File: src/rtl/mem_port_arbiter.sv
// Shares one single-ported memory between instruction fetch and the data path.
// One outstanding transaction; data has priority, with bounded fetch starvation.
module mem_port_arbiter #(
  parameter  int ADDR_W     = 32,
  parameter  int DATA_W     = 32,
  parameter  int MAX_STARVE = 4,
  localparam int STRB_W     = DATA_W / 8
) (
  input  logic              clk,
  input  logic              reset,
  input  logic              if_req,
  input  logic [ADDR_W-1:0] if_addr,
  output logic              if_gnt,
  output logic              if_rvalid,
  output logic [DATA_W-1:0] if_rdata,
  input  logic              d_req,
  input  logic              d_we,
  input  logic [ADDR_W-1:0] d_addr,
  input  logic [DATA_W-1:0] d_wdata,
  input  logic [STRB_W-1:0] d_wstrb,
  output logic              d_gnt,
  output logic              d_rvalid,
  output logic [DATA_W-1:0] d_rdata,
  output logic              m_req,
  output logic              m_we,
  output logic [ADDR_W-1:0] m_addr,
  output logic [DATA_W-1:0] m_wdata,
  output logic [STRB_W-1:0] m_wstrb,
  input  logic              m_gnt,
  input  logic              m_rvalid,
  input  logic [DATA_W-1:0] m_rdata,
  output logic              busy,
  output logic              owner,
  output logic              proto_err
);

  typedef enum logic [1:0] {
    S_IDLE     = 2'd0,
    S_WAIT_GNT = 2'd1,
    S_WAIT_RSP = 2'd2
  } state_t;

  localparam logic [3:0] STARVE_LIM = 4'(MAX_STARVE);

  state_t              r_state;
  state_t              w_state_nxt;
  logic                w_data_win;
  logic                w_fetch_win;
  logic                w_rsp_done;
  logic                w_stray;
  logic [3:0]          r_starve_cnt;
  logic                r_if_gnt;
  logic                r_if_rvalid;
  logic [DATA_W-1:0]   r_if_rdata;
  logic                r_d_gnt;
  logic                r_d_rvalid;
  logic [DATA_W-1:0]   r_d_rdata;
  logic                r_m_req;
  logic                r_m_we;
  logic [ADDR_W-1:0]   r_m_addr;
  logic [DATA_W-1:0]   r_m_wdata;
  logic [STRB_W-1:0]   r_m_wstrb;
  logic                r_busy;
  logic                r_owner;
  logic                r_proto_err;

  always_ff @(posedge clk or posedge reset) begin
    if (reset) r_state <= S_IDLE;
    else       r_state <= w_state_nxt;
  end

  always_comb begin
    w_state_nxt = r_state;
    w_data_win  = 1'b0;
    w_fetch_win = 1'b0;
    w_rsp_done  = 1'b0;
    case (r_state)
      S_IDLE: begin
        // Fetch only overtakes a pending data request once it has been starved enough.
        if (d_req && !(if_req && (r_starve_cnt == STARVE_LIM))) w_data_win = 1'b1;
        else if (if_req)                                        w_fetch_win = 1'b1;
        if (w_data_win || w_fetch_win) w_state_nxt = S_WAIT_GNT;
      end
      S_WAIT_GNT: if (m_gnt) w_state_nxt = S_WAIT_RSP;
      S_WAIT_RSP: begin
        if (m_rvalid) begin
          w_rsp_done  = 1'b1;
          w_state_nxt = S_IDLE;
        end
      end
      default: w_state_nxt = S_IDLE;
    endcase
  end

  assign w_stray = (m_rvalid && (r_state != S_WAIT_RSP)) || (m_gnt && !r_m_req);

  always_ff @(posedge clk or posedge reset) begin
    if (reset) begin
      r_starve_cnt <= '0;
      r_if_gnt     <= 1'b0;
      r_if_rvalid  <= 1'b0;
      r_if_rdata   <= '0;
      r_d_gnt      <= 1'b0;
      r_d_rvalid   <= 1'b0;
      r_d_rdata    <= '0;
      r_m_req      <= 1'b0;
      r_m_we       <= 1'b0;
      r_m_addr     <= '0;
      r_m_wdata    <= '0;
      r_m_wstrb    <= '0;
      r_busy       <= 1'b0;
      r_owner      <= 1'b0;
      r_proto_err  <= 1'b0;
    end else begin
      r_if_gnt    <= w_fetch_win;
      r_d_gnt     <= w_data_win;
      r_if_rvalid <= 1'b0;
      r_d_rvalid  <= 1'b0;
      r_busy      <= (w_state_nxt != S_IDLE);
      if (w_stray) r_proto_err <= 1'b1;

      if (w_data_win) begin
        r_m_req   <= 1'b1;
        r_m_we    <= d_we;
        r_m_addr  <= d_addr;
        r_m_wdata <= d_wdata;
        r_m_wstrb <= d_wstrb;
        r_owner   <= 1'b1;
        if (!if_req)                        r_starve_cnt <= '0;
        else if (r_starve_cnt < STARVE_LIM) r_starve_cnt <= r_starve_cnt + 4'd1;
      end else if (w_fetch_win) begin
        r_m_req      <= 1'b1;
        r_m_we       <= 1'b0;
        r_m_addr     <= if_addr;
        r_m_wdata    <= '0;
        r_m_wstrb    <= '0;
        r_owner      <= 1'b0;
        r_starve_cnt <= '0;
      end

      if ((r_state == S_WAIT_GNT) && m_gnt) r_m_req <= 1'b0;

      // Command fields stay latched after the response, so m_we still marks a write here.
      if (w_rsp_done) begin
        if (r_owner) begin
          r_d_rvalid <= 1'b1;
          r_d_rdata  <= r_m_we ? '0 : m_rdata;
        end else begin
          r_if_rvalid <= 1'b1;
          r_if_rdata  <= m_rdata;
        end
      end
    end
  end

  assign if_gnt    = r_if_gnt;
  assign if_rvalid = r_if_rvalid;
  assign if_rdata  = r_if_rdata;
  assign d_gnt     = r_d_gnt;
  assign d_rvalid  = r_d_rvalid;
  assign d_rdata   = r_d_rdata;
  assign m_req     = r_m_req;
  assign m_we      = r_m_we;
  assign m_addr    = r_m_addr;
  assign m_wdata   = r_m_wdata;
  assign m_wstrb   = r_m_wstrb;
  assign busy      = r_busy;
  assign owner     = r_owner;
  assign proto_err = r_proto_err;

endmodule

File: config.mk
export PLATFORM = sky130hd
export DESIGN_NAME = mem_port_arbiter
export DESIGN_NICKNAME = d
export VERILOG_FILES = /design/src/rtl/mem_port_arbiter.sv
export SDC_FILE = /design/constraint.sdc
export NUM_CORES = 1
export LEC_CHECK = 0
export ABC_AREA = 1
export ABC_CLOCK_PERIOD_IN_PS = 5340
export BUFFER_PORTS_ARGS = -buffer_cell sky130_fd_sc_hd__buf_2
export CELL_PAD_IN_SITES_DETAIL_PLACEMENT = 1
export CELL_PAD_IN_SITES_GLOBAL_PLACEMENT = 1
export CORE_MARGIN = 3
export CORE_UTILIZATION = 30
export DETAILED_ROUTE_END_ITERATION = 12
export PLACE_DENSITY_LB_ADDON = 0.15
export SLEW_MARGIN = 20
export SYNTH_ARGS = -nofsm -noshare
export SYNTH_HDL_FRONTEND = slang
export SYNTH_SLANG_ARGS = --single-unit
export TNS_END_PERCENT = 10
File: constraint.sdc
create_clock -name clk -period 5.34 [get_ports clk]
set_clock_uncertainty 0.1 [all_clocks]
set_input_delay 0.267 -clock clk [delete_from_list [all_inputs] [get_ports clk]]
set_output_delay 0.267 -clock clk [all_outputs]
set_load 0.05 [all_outputs]
After elaboration in Yosys (flattened, before gate mapping)
Index checks and enable logic that the tools add are counted.

Bits in registers: 147. Input bits: 139. Output and inout bits: 141. Logic and storage cells: 73.

$add $sub $neg: 1. Order comparisons: 1. Equality and inequality tests: 5. Mux-type cells: 33. Bitwise gates (word level): 1. Reductions and logical operators: 16.

Operators with widths (count): $mux 32 (5); $mux 4 (5); $mux 1 (19); $mux 2 (3); $pmux 2 s3 (1); $reduce_and 2->1 (3); $logic_and 1x1->1 (5); $add 4x1->4 const B (1); $eq 4x3->1 const B (1); $lt 4x3->1 const B (1); $reduce_bool 2->1 (2); $ne 3x2->1 const B (1); $reduce_bool 3->1 (1); $eq 2x1->1 const B (1); $eq 2x2->1 const B (1); $logic_not 1->1 (2); $logic_not 2->1 (1); $logic_or 1x1->1 (2); $ne 2x2->1 const B (1); $not 1->1 (1).

Logic depth before layout (Yosys ltp)
Gate-level depths: netlist of the first run.

Word-level depth: 10. Mapped depth: 11. Mapped depth without buffers: 10.

Worst setup path after synthesis of the first run
OpenSTA, ideal clock, no wires.

Path type: register to register. Start: register r_starve_cnt[0]. End: register r_m_addr[0], in the netlist m_addr[0]. Setup time: 118 ps. Arrival: 1351 ps. Data required time: 5122 ps. Setup slack: 3771 ps. Cell stages (with the launch flop): 12. Buffers on the path: 2. Clock period less this slack: 1569 ps. Cells stage by stage: dfrtp_1 -> inv_1 -> ha_1 -> nand2_1 -> inv_1 -> nand2_2 -> buf_6 -> a21oi_4 -> buf_6 -> nand2_2 -> nand2_1 -> nor2_1.

Word-level cells in the longest chain between the ends: 8. Elaborated cells between the ends (all ways): 12. Those cells by class: eq/ne: 1; mux: 7; reduce/logical: 4.

RTL lines: start, declared (RTL line 51) `logic [3:0] r_starve_cnt;`; start signal, assigned (RTL line 130) `else if (r_starve_cnt < STARVE_LIM) r_starve_cnt <= r_starve_cnt + 4'd1;`; $eq 4x3->1 (RTL line 80) `if (d_req && !(if_req && (r_starve_cnt == STARVE_LIM))) w_data_win = 1'b1;`; $logic_and 1x1->1 (RTL line 80); $logic_not 1->1 (RTL line 80); $logic_and 1x1->1 (RTL line 80); $mux 1 (RTL line 80); $mux 1 (2 in a row) (RTL line 77) `case (r_state)`; via w_fetch_win (RTL line 48) `logic w_fetch_win;`; $reduce_bool 2->1 (no source line); end signal, assigned (RTL line 125) `r_m_addr <= d_addr;`; end signal, assigned (RTL line 134) `r_m_addr <= if_addr;`; end, declared (RTL line 60) `logic [ADDR_W-1:0] r_m_addr;`.

The timed path passes the listed nets, and every way through them passes these cells. The select of a mux whose other input is x is not followed. A chain may end at the register's enable or synchronous reset.

Final worst setup path of the first run
Start: register r_starve_cnt[0]. End: register r_m_addr[0], in the netlist m_addr[0].

Word-level cells in the longest chain between the ends: 8. Elaborated cells between the ends (all ways): 12. Those cells by class: eq/ne: 1; mux: 7; reduce/logical: 4.

RTL lines (RTL line): $eq 4x3->1 (*) (80); $logic_and 1x1->1 (*) (80); $logic_not 1->1 (*) (80); $logic_and 1x1->1 (*) (80); $mux 1 (80); $mux 1 (2 in a row) (77); $mux 32 / $reduce_bool 2->1 (equally long branches).

Mark *: on every way between the ends. The rest lies on a longest branch, timed or not. The select of a mux whose other input is x is not followed.

==> run metrics, run 1 <==
Netlist cell types 25; crit path launch type flip-flop; clock slew at reported path FFs about 60 ps; die footprint about 22000 µm²; cell taking the most area after synthesis dfrtp_1; Tmin final between 2000 and 3000 ps; # clock sinks 147; Peak Freq ~370 MHz; measured slew at the worst slew-check pin approximately 1000 ps; gp weighted congestion between 0.7 and 0.8; maximum VDD drop ~0.26 mV; register bit total from synthesis around 150; clk root buf clkbuf_16; Lkg Pwr roughly 5.1 nW; unrepaired setup endpoints after global routing false; endpoints failing hold 28; 1st-pass router iterations 4; GRT Residual Overflow 0; Post-Syn Nets roughly 860; Hold WS -82.8 ps; register area share after synthesis 59.8%; Crit. End Element flip-flop; fillers approximately 2400; Initial Util between 30% and 40%; final core utilization roughly 46%; largest net degree at the start of global routing 101; routed length per instance 15.7 µm; Routed WL ~21000 µm; Yosys top cell area share between 50 and 60%; global-route wire length before repair 33800 µm; antenna violation net count after detailed routing 0; Total GRT Usage between 10% and 20%; Starting DRT DRC Count ~180; Die Y ~150 µm; post-DP HPWL between 10000 and 15000 µm; htree depth 4; Data arrival, critical path around 2900 ps; PwrDens between 700 and 800 nW/µm²; Syn. warnings 0; Vias between 5000 and 6000; data required time of the worst path 5540 ps; synthesized instance count ~720; I/O pins 280; max cap viols 0; Design Power roughly 6.7 mW; failing checks negative hold slack; setup TNS 0 ps; Post-Place Cells 1232; Slew headroom 29.8%; Core ar. slightly below 20000 µm²; Layout Area Growth over Synthesis 47.9%; vias in the first global route 6436; Port Buf Inserts about 280; cell area after synthesis 6150 µm²; top cells by area, synth dfrtp_1 60%, nand2_1 18%, o21ai_0 3.6%, nor2_1 3.1%, nand3_1 2.8%; Horiz. Die Dim around 150 µm; status finished with violations; layout cells sized above 1 a little under a third; mean post-synth cell area about 8.5 µm²; worst min path class input pin to async pin; antenna violations before repair 0; Final nets approximately 1200; CTS tree built; crit share post-route roughly half; CP max FO 54; Clock Latency Late Sink around 410 ps; Final Non-Filler Cells roughly 1300; Longest Clk Path Bufs 2; Final setup viols 0; # DRC 0; Final Slew Violations 0; CTS Buf Count 17; FP Rows 51; Vias/cell between 4 and 5; WS Path Type flip-flop to flip-flop
==> logic make-up (layout without fill, tap and decap cells) <==
| family | after synthesis | in the layout | share of synthesized area, % |
|---|---|---|---|
| compound gates | 73 | 73 | 6.27 |
| other cells | 0 | 1 | 0 |
| buf+inv | 89 | 436 | 6.16 |
| simple gates | 410 | 410 | 27.2 |
| xor+xnor | 1 | 1 | 0.142 |
| flops | 147 | 147 | 59.8 |
| fa+ha+maj | 2 | 2 | 0.407 |
==> final timing paths <==
| kind | from | endpoint | slack (ps) | cells after the start |
|---|---|---|---|---|
| min | reset | m_wdata[0] | -80 | 2 |
| min in group clk | d_addr[14] | m_addr[14] | 30 | 3 |
| min reg2reg | proto_err | proto_err | 370 | 2 |
| max in group asynchronous | reset | d_rdata[30] | 3980 | 3 |
| max reg2reg | r_starve_cnt[0] | m_addr[0] | 2650 | 10 |
| max | r_starve_cnt[0] | m_addr[0] | 2650 | 10 |
==> power by group <==
| part | total [mW] | internal (mW) | switching, mW |
|---|---|---|---|
| combinational | 3.43 | 0.711 | 2.72 |
| clock | 1.34 | 0.851 | 0.492 |
| sequential | 1.88 | 1.62 | 0.258 |
==> routing by layer <==
layer / part of all wire, % / vias to the layer above / track usage, %
met5: 0 / - / 0
met4: 2.4 / 0 / 6.73
li1: - / 2930 / -
met3: 7.7 / 27 / 6.38
met2: 48 / 204 / 31.4
met1: 42 / 2812 / 23.5
==> cells in the mapped netlist (all sizes together) <==
cell type  count
nand3         35
dfrtp        147
nand2        301
buf           24
nand4         20
clkbuf        15
xor2           1
inv           50
nor2          53
o21ai         52
a21boi         1
o31ai          1
ha             2
a21oi         19
or2            1
==> placed cells by master (no fill, tap or decap) <==
cell type,n
a21boi_0,1
a21oi_1,18
a21oi_4,1
buf_2,279
buf_4,5
bufinv_16,5
clkbuf_16,17
clkbuf_8,1
clkinv_1,1
clkinv_2,1
clkinv_4,2
clkinvlp_4,2
dfrtp_1,147
diode_2,1
dlygate4sd3_1,70
ha_1,2
inv_1,40
inv_2,8
inv_6,4
inv_8,1
nand2_1,290
nand2_2,11
nand3_1,34
nand3_2,1
nand4_1,20
nor2_1,51
nor2_2,2
o21ai_0,44
o21ai_1,7
o21ai_2,1
o31ai_1,1
or2_1,1
xor2_1,1
==> per-stage QoR <==
stage                     hold slack (ps)  area [µm²]  setup WS [ps]
after floorplan                       273        6150           1020
after global placement                357        7730           2640
after detailed placement              362        7730           2620
after CTS                            11.5        9090           2610
after global routing                 15.3        9090           2340
final                               -82.8        9100           2650
==> registers in the layout (all words and copies together) (netlist names) <==
register / flops
m_req: 1
m_wstrb: 4
busy: 1
if_rvalid: 1
r_starve_cnt: 4
r_state: 2
if_gnt: 1
d_gnt: 1
d_rdata: 32
owner: 1
proto_err: 1
m_wdata: 32
if_rdata: 32
d_rvalid: 1
m_addr: 32
m_we: 1
==> critical path, stage by stage, from the launching register on <==
cell and delay (ps):
dfrtp_1 370, inv_1 60, ha_1 190, nand2_1 50, inv_1 40, nand2_2 320, nand3_2 380, inv_2 790
nand2_1 100, nand2_1 110, nor2_1 40
==> timing repair <==
| item | in CTS | in global routing |
|---|---|---|
| setup buffers | 0 | 0 |
| endpoints found under the hold margin | 85 | 0 |
| hold buffers | 70 | 0 |
| gates resized for setup | 0 | 0 |
==> layout make-up <==
cell class / count / area [µm²] / area share (%)
multi-input combinational: 486 / 2090 / 23.0
clock buffer: 18 / 439 / 4.83
tap: 265 / 332 / 3.65
antenna: 1 / 2.50 / 0.0275
sequential: 147 / 3680 / 40.4
clock inverter: 14 / 225 / 2.48
inverter: 50 / 193 / 2.12
timing repair buffer: 354 / 2130 / 23.5
Note: power is estimated with default switching activity, not from simulation.
==> run 2, diff against run 1 <==
--- a/config.mk
+++ b/config.mk
@@ -5,8 +5,8 @@
 export SDC_FILE = /design/constraint.sdc
 export NUM_CORES = 1
 export LEC_CHECK = 0
-export ABC_AREA = 1
-export ABC_CLOCK_PERIOD_IN_PS = 5340
+export ABC_AREA = 0
+export ABC_CLOCK_PERIOD_IN_PS = 2700
 export BUFFER_PORTS_ARGS = -buffer_cell sky130_fd_sc_hd__buf_2
 export CELL_PAD_IN_SITES_DETAIL_PLACEMENT = 1
 export CELL_PAD_IN_SITES_GLOBAL_PLACEMENT = 1
==> constraint.sdc (replaced) <==
create_clock -name clk -period 2.7 [get_ports clk]
set_clock_uncertainty 0.1 [all_clocks]
set_input_delay 0.135 -clock clk [delete_from_list [all_inputs] [get_ports clk]]
set_output_delay 0.135 -clock clk [all_outputs]
set_load 0.05 [all_outputs]
==> run metrics, run 2 <==
status finished clean (was finished with violations); Flop pwr share 28.0% (was 28.2%); register bit total from synthesis 147 (unchanged); HP Start d_req; Port Buf Inserts 279 (unchanged); fillers 2098 (was 2397); synthesized instance count 458 (was 722); top cells by area, synth dfrtp_1 62%, mux2_2 6.0%, a221o_1 5.5%, a22o_1 5.4%, a21boi_0 4.0% (was dfrtp_1 60%, nand2_1 18%, o21ai_0 3.6%, nor2_1 3.1%, nand3_1 2.8%); Tmin final 2550 ps (was 2690 ps); cell area after synthesis 5960 µm² (was 6150 µm²); Post-synth EDFFs 0 (unchanged); largest net degree at the start of global routing 66 (was 101); gp weighted congestion 0.797 (was 0.744); measured slew at the worst slew-check pin 853 ps (was 1050 ps); Final WS setup 148 ps (was 2650 ps); Vias/cell 4.73 (was 4.47); Comb pwr share 52.5% (was 51.6%); Peak Freq 392 MHz (was 372 MHz); I/O pins 280 (unchanged); M1 WL 8610 µm (was 8750 µm); Final nets 1008 (was 1197); clk root buf clkbuf_16 (unchanged); hold_buf cts 138 (was 70); clock slew at reported path FFs 70 ps (was 60 ps); Vias 5401 (was 5973); Core ar. 19100 µm² (was 19800 µm²); mean post-synth cell area 13.0 µm² (was 8.52 µm²); crit path launch type flip-flop (unchanged); most frequent cells in the layout 279 x buf_2, 147 x dfrtp_1, 138 x dlygate4sd3_1, 37 x a22o_1 (was 290 x nand2_1, 279 x buf_2, 147 x dfrtp_1, 70 x dlygate4sd3_1, 51 x nor2_1); routed length per instance 18.1 µm (was 15.7 µm); post-CTS sizing 0 (unchanged); CP max FO 52 (was 54); Post-Syn Nets 599 (was 863); WHS Path Cells 3; Die Y 147 µm (was 149 µm); 1st-pass router iterations 5 (was 4); Hold WS 28.6 ps (was -82.8 ps); unrepaired setup endpoints after global routing false (unchanged); asr flop ratio synth 100% (unchanged); Starting DRT DRC Count 184 (was 183); crit share post-route 94.5% (was 50.4%); CP Launch Point r_starve_cnt[1] (was r_starve_cnt[0]); Psw 6.59 mW (was 3.47 mW); register area 3680 µm² (unchanged); Longest Clk Path Bufs 2 (unchanged); Crit. End Element flip-flop (unchanged); Netlist cell types 37 (was 25); CTS tree built (unchanged); die footprint 21600 µm² (was 22300 µm²); global-route wire length before repair 33100 µm (was 33800 µm); maximum VDD drop 0.736 mV (was 0.257 mV); Clock Latency Late Sink 420 ps (was 410 ps); Total GRT Usage 19.2% (was 19.1%); Final setup viols 0 (unchanged); Routed WL 20700 µm (was 21000 µm); Final Non-Filler Cells 1141 (was 1335); Horiz. Die Dim 147 µm (was 149 µm); # clock sinks 147 (unchanged); post-DP HPWL 13400 µm (was 14000 µm); vias in the first global route 6126 (was 6436); Critical-path top delay cell dlygate4sd3_1 (was inv_2); data required time of the worst path 2900 ps (was 5540 ps); Design Power 13.6 mW (was 6.65 mW); Clk pwr share 19.5% (was 20.2%); Lkg Pwr 4.83 nW (was 5.09 nW); cell taking the most area after synthesis dfrtp_1 (unchanged); Data arrival, critical path 2750 ps (was 2890 ps); setup TNS 0 ps (unchanged); wire length on met3 1520 µm (was 1620 µm); final core utilization 50.2% (was 46.0%); Sw Share 48.3% (was 52.2%); antenna violations before repair 1 (was 0); area occupied by multi-input gates 2030 µm² (was 2090 µm²); Initial Util 31.2% (was 31.1%); most numerous cell in the Yosys netlist dfrtp_1 (was nand2_1); setup bufs post-CTS 0 (unchanged); Slew headroom 43.0% (was 29.8%); synth cell count leaders 147 x dfrtp_1, 37 x a22o_1, 34 x nand2_1, 34 x nand2b_1, 33 x a221o_1 (was 290 x nand2_1, 147 x dfrtp_1, 51 x nor2_1, 44 x o21ai_0, 42 x inv_1); CP peak stage delay 590 ps (was 790 ps); launching point of the worst reg2reg path r_starve_cnt[1] (was r_starve_cnt[0]); Cell Area, Placed 7570 µm² (was 7730 µm²); Layout Area Growth over Synthesis 61.2% (was 47.9%); worst setup slack after placement 510 ps (was 2620 ps); max cap viols 0 (unchanged); highest routed layer met4 (unchanged); # DRC 0 (unchanged); endpoints failing hold 0 (was 28); CTS Buf Count 17 (unchanged); antenna violation net count after detailed routing 0 (unchanged); GRT Residual Overflow 0 (unchanged); worst min path class input pin to flip-flop (was input pin to async pin); Final Slew Violations 0 (unchanged); PwrDens 1420 nW/µm² (was 731 nW/µm²); register area share after synthesis 61.7% (was 59.8%); fin area 9610 µm² (was 9100 µm²); layout cells sized above 1 40.8% (was 31.9%); Critical Path, Cell by Cell inv_1, ha_1, nand3b_4, o211a_4, a221o_1, dlygate4sd3_1 (was inv_1, ha_1, nand2_1, inv_1, nand2_2, nand3_2, inv_2, nand2_1, nand2_1, nor2_1); FP Rows 50 (was 51); WS Path Type flip-flop to flip-flop (unchanged); Int Power 7.04 mW (was 3.18 mW); Post-Place Cells 970 (was 1232); htree depth 4 (unchanged); commonest non-fill, non-tap cell in the layout buf_2 (was nand2_1); routed wl met2 10200 µm (was 10100 µm); Top FF cell, synth dfrtp_1 (unchanged); Yosys top cell area share 61.7% (was 59.8%); Worst Reg-to-Reg Cells 6 (was 10); Syn. warnings 0 (unchanged)
## run 2: metal layers
metal  vias to the layer above  track usage, %
li1                       2486               -
met1                      2667            23.4
met2                       225            32.9
met3                        23            5.74
met4                         0            6.20
met5                         -               0
## run 2: cell type report
cell class                      instances  share of cell area (%)
Clock buffer                           19                    4.61
Antenna cell                            1                  0.0260
Sequential cell                       147                    38.3
Multi-Input combinational cell        266                    21.1
Tap cell                              260                    3.38
Inverter                                7                   0.312
Timing Repair Buffer                  428                    30.0
Clock inverter                         13                    2.29
## run 2: critical path: cells and delay by family (launching register included)
kind	cells	cell delay, ps
compound gates	2	890
fa+ha+maj	1	230
buf+inv	2	690
flops	1	400
simple gates	1	120
## run 2: power by group through the flow
stage               Sequential [mW]  Clock (mW)  Combinational, mW
global placement               3.80           0               6.48
detailed placement             3.81           0               6.63
global route                   3.95        2.84               7.55
CTS                            3.81        2.73               7.15
finish                         3.81        2.66               7.15
floorplan                      7.05           0               1.70
## run 2: path summary, 6_finish.rpt
kind | to | slack, ps
max in group asynchronous | if_rvalid | 1360
min in group asynchronous | m_wdata[9] | 350
min reg2reg | d_rdata[12] | 380
max | m_addr[26] | 150
min | r_starve_cnt[0] | 30
max reg2reg | m_addr[26] | 150
## run 2: logic make-up after synthesis
logic type	count (synthesis)	synth area share, %
AO/OA/AOI/OAI	149	19.7
adder cells (fa/ha/maj)	2	0.420
buffers and inverters	45	4.41
AND/OR/NAND/NOR	82	7.64
flip-flops	147	61.7
multiplexers	32	6.04
XOR/XNOR	1	0.147
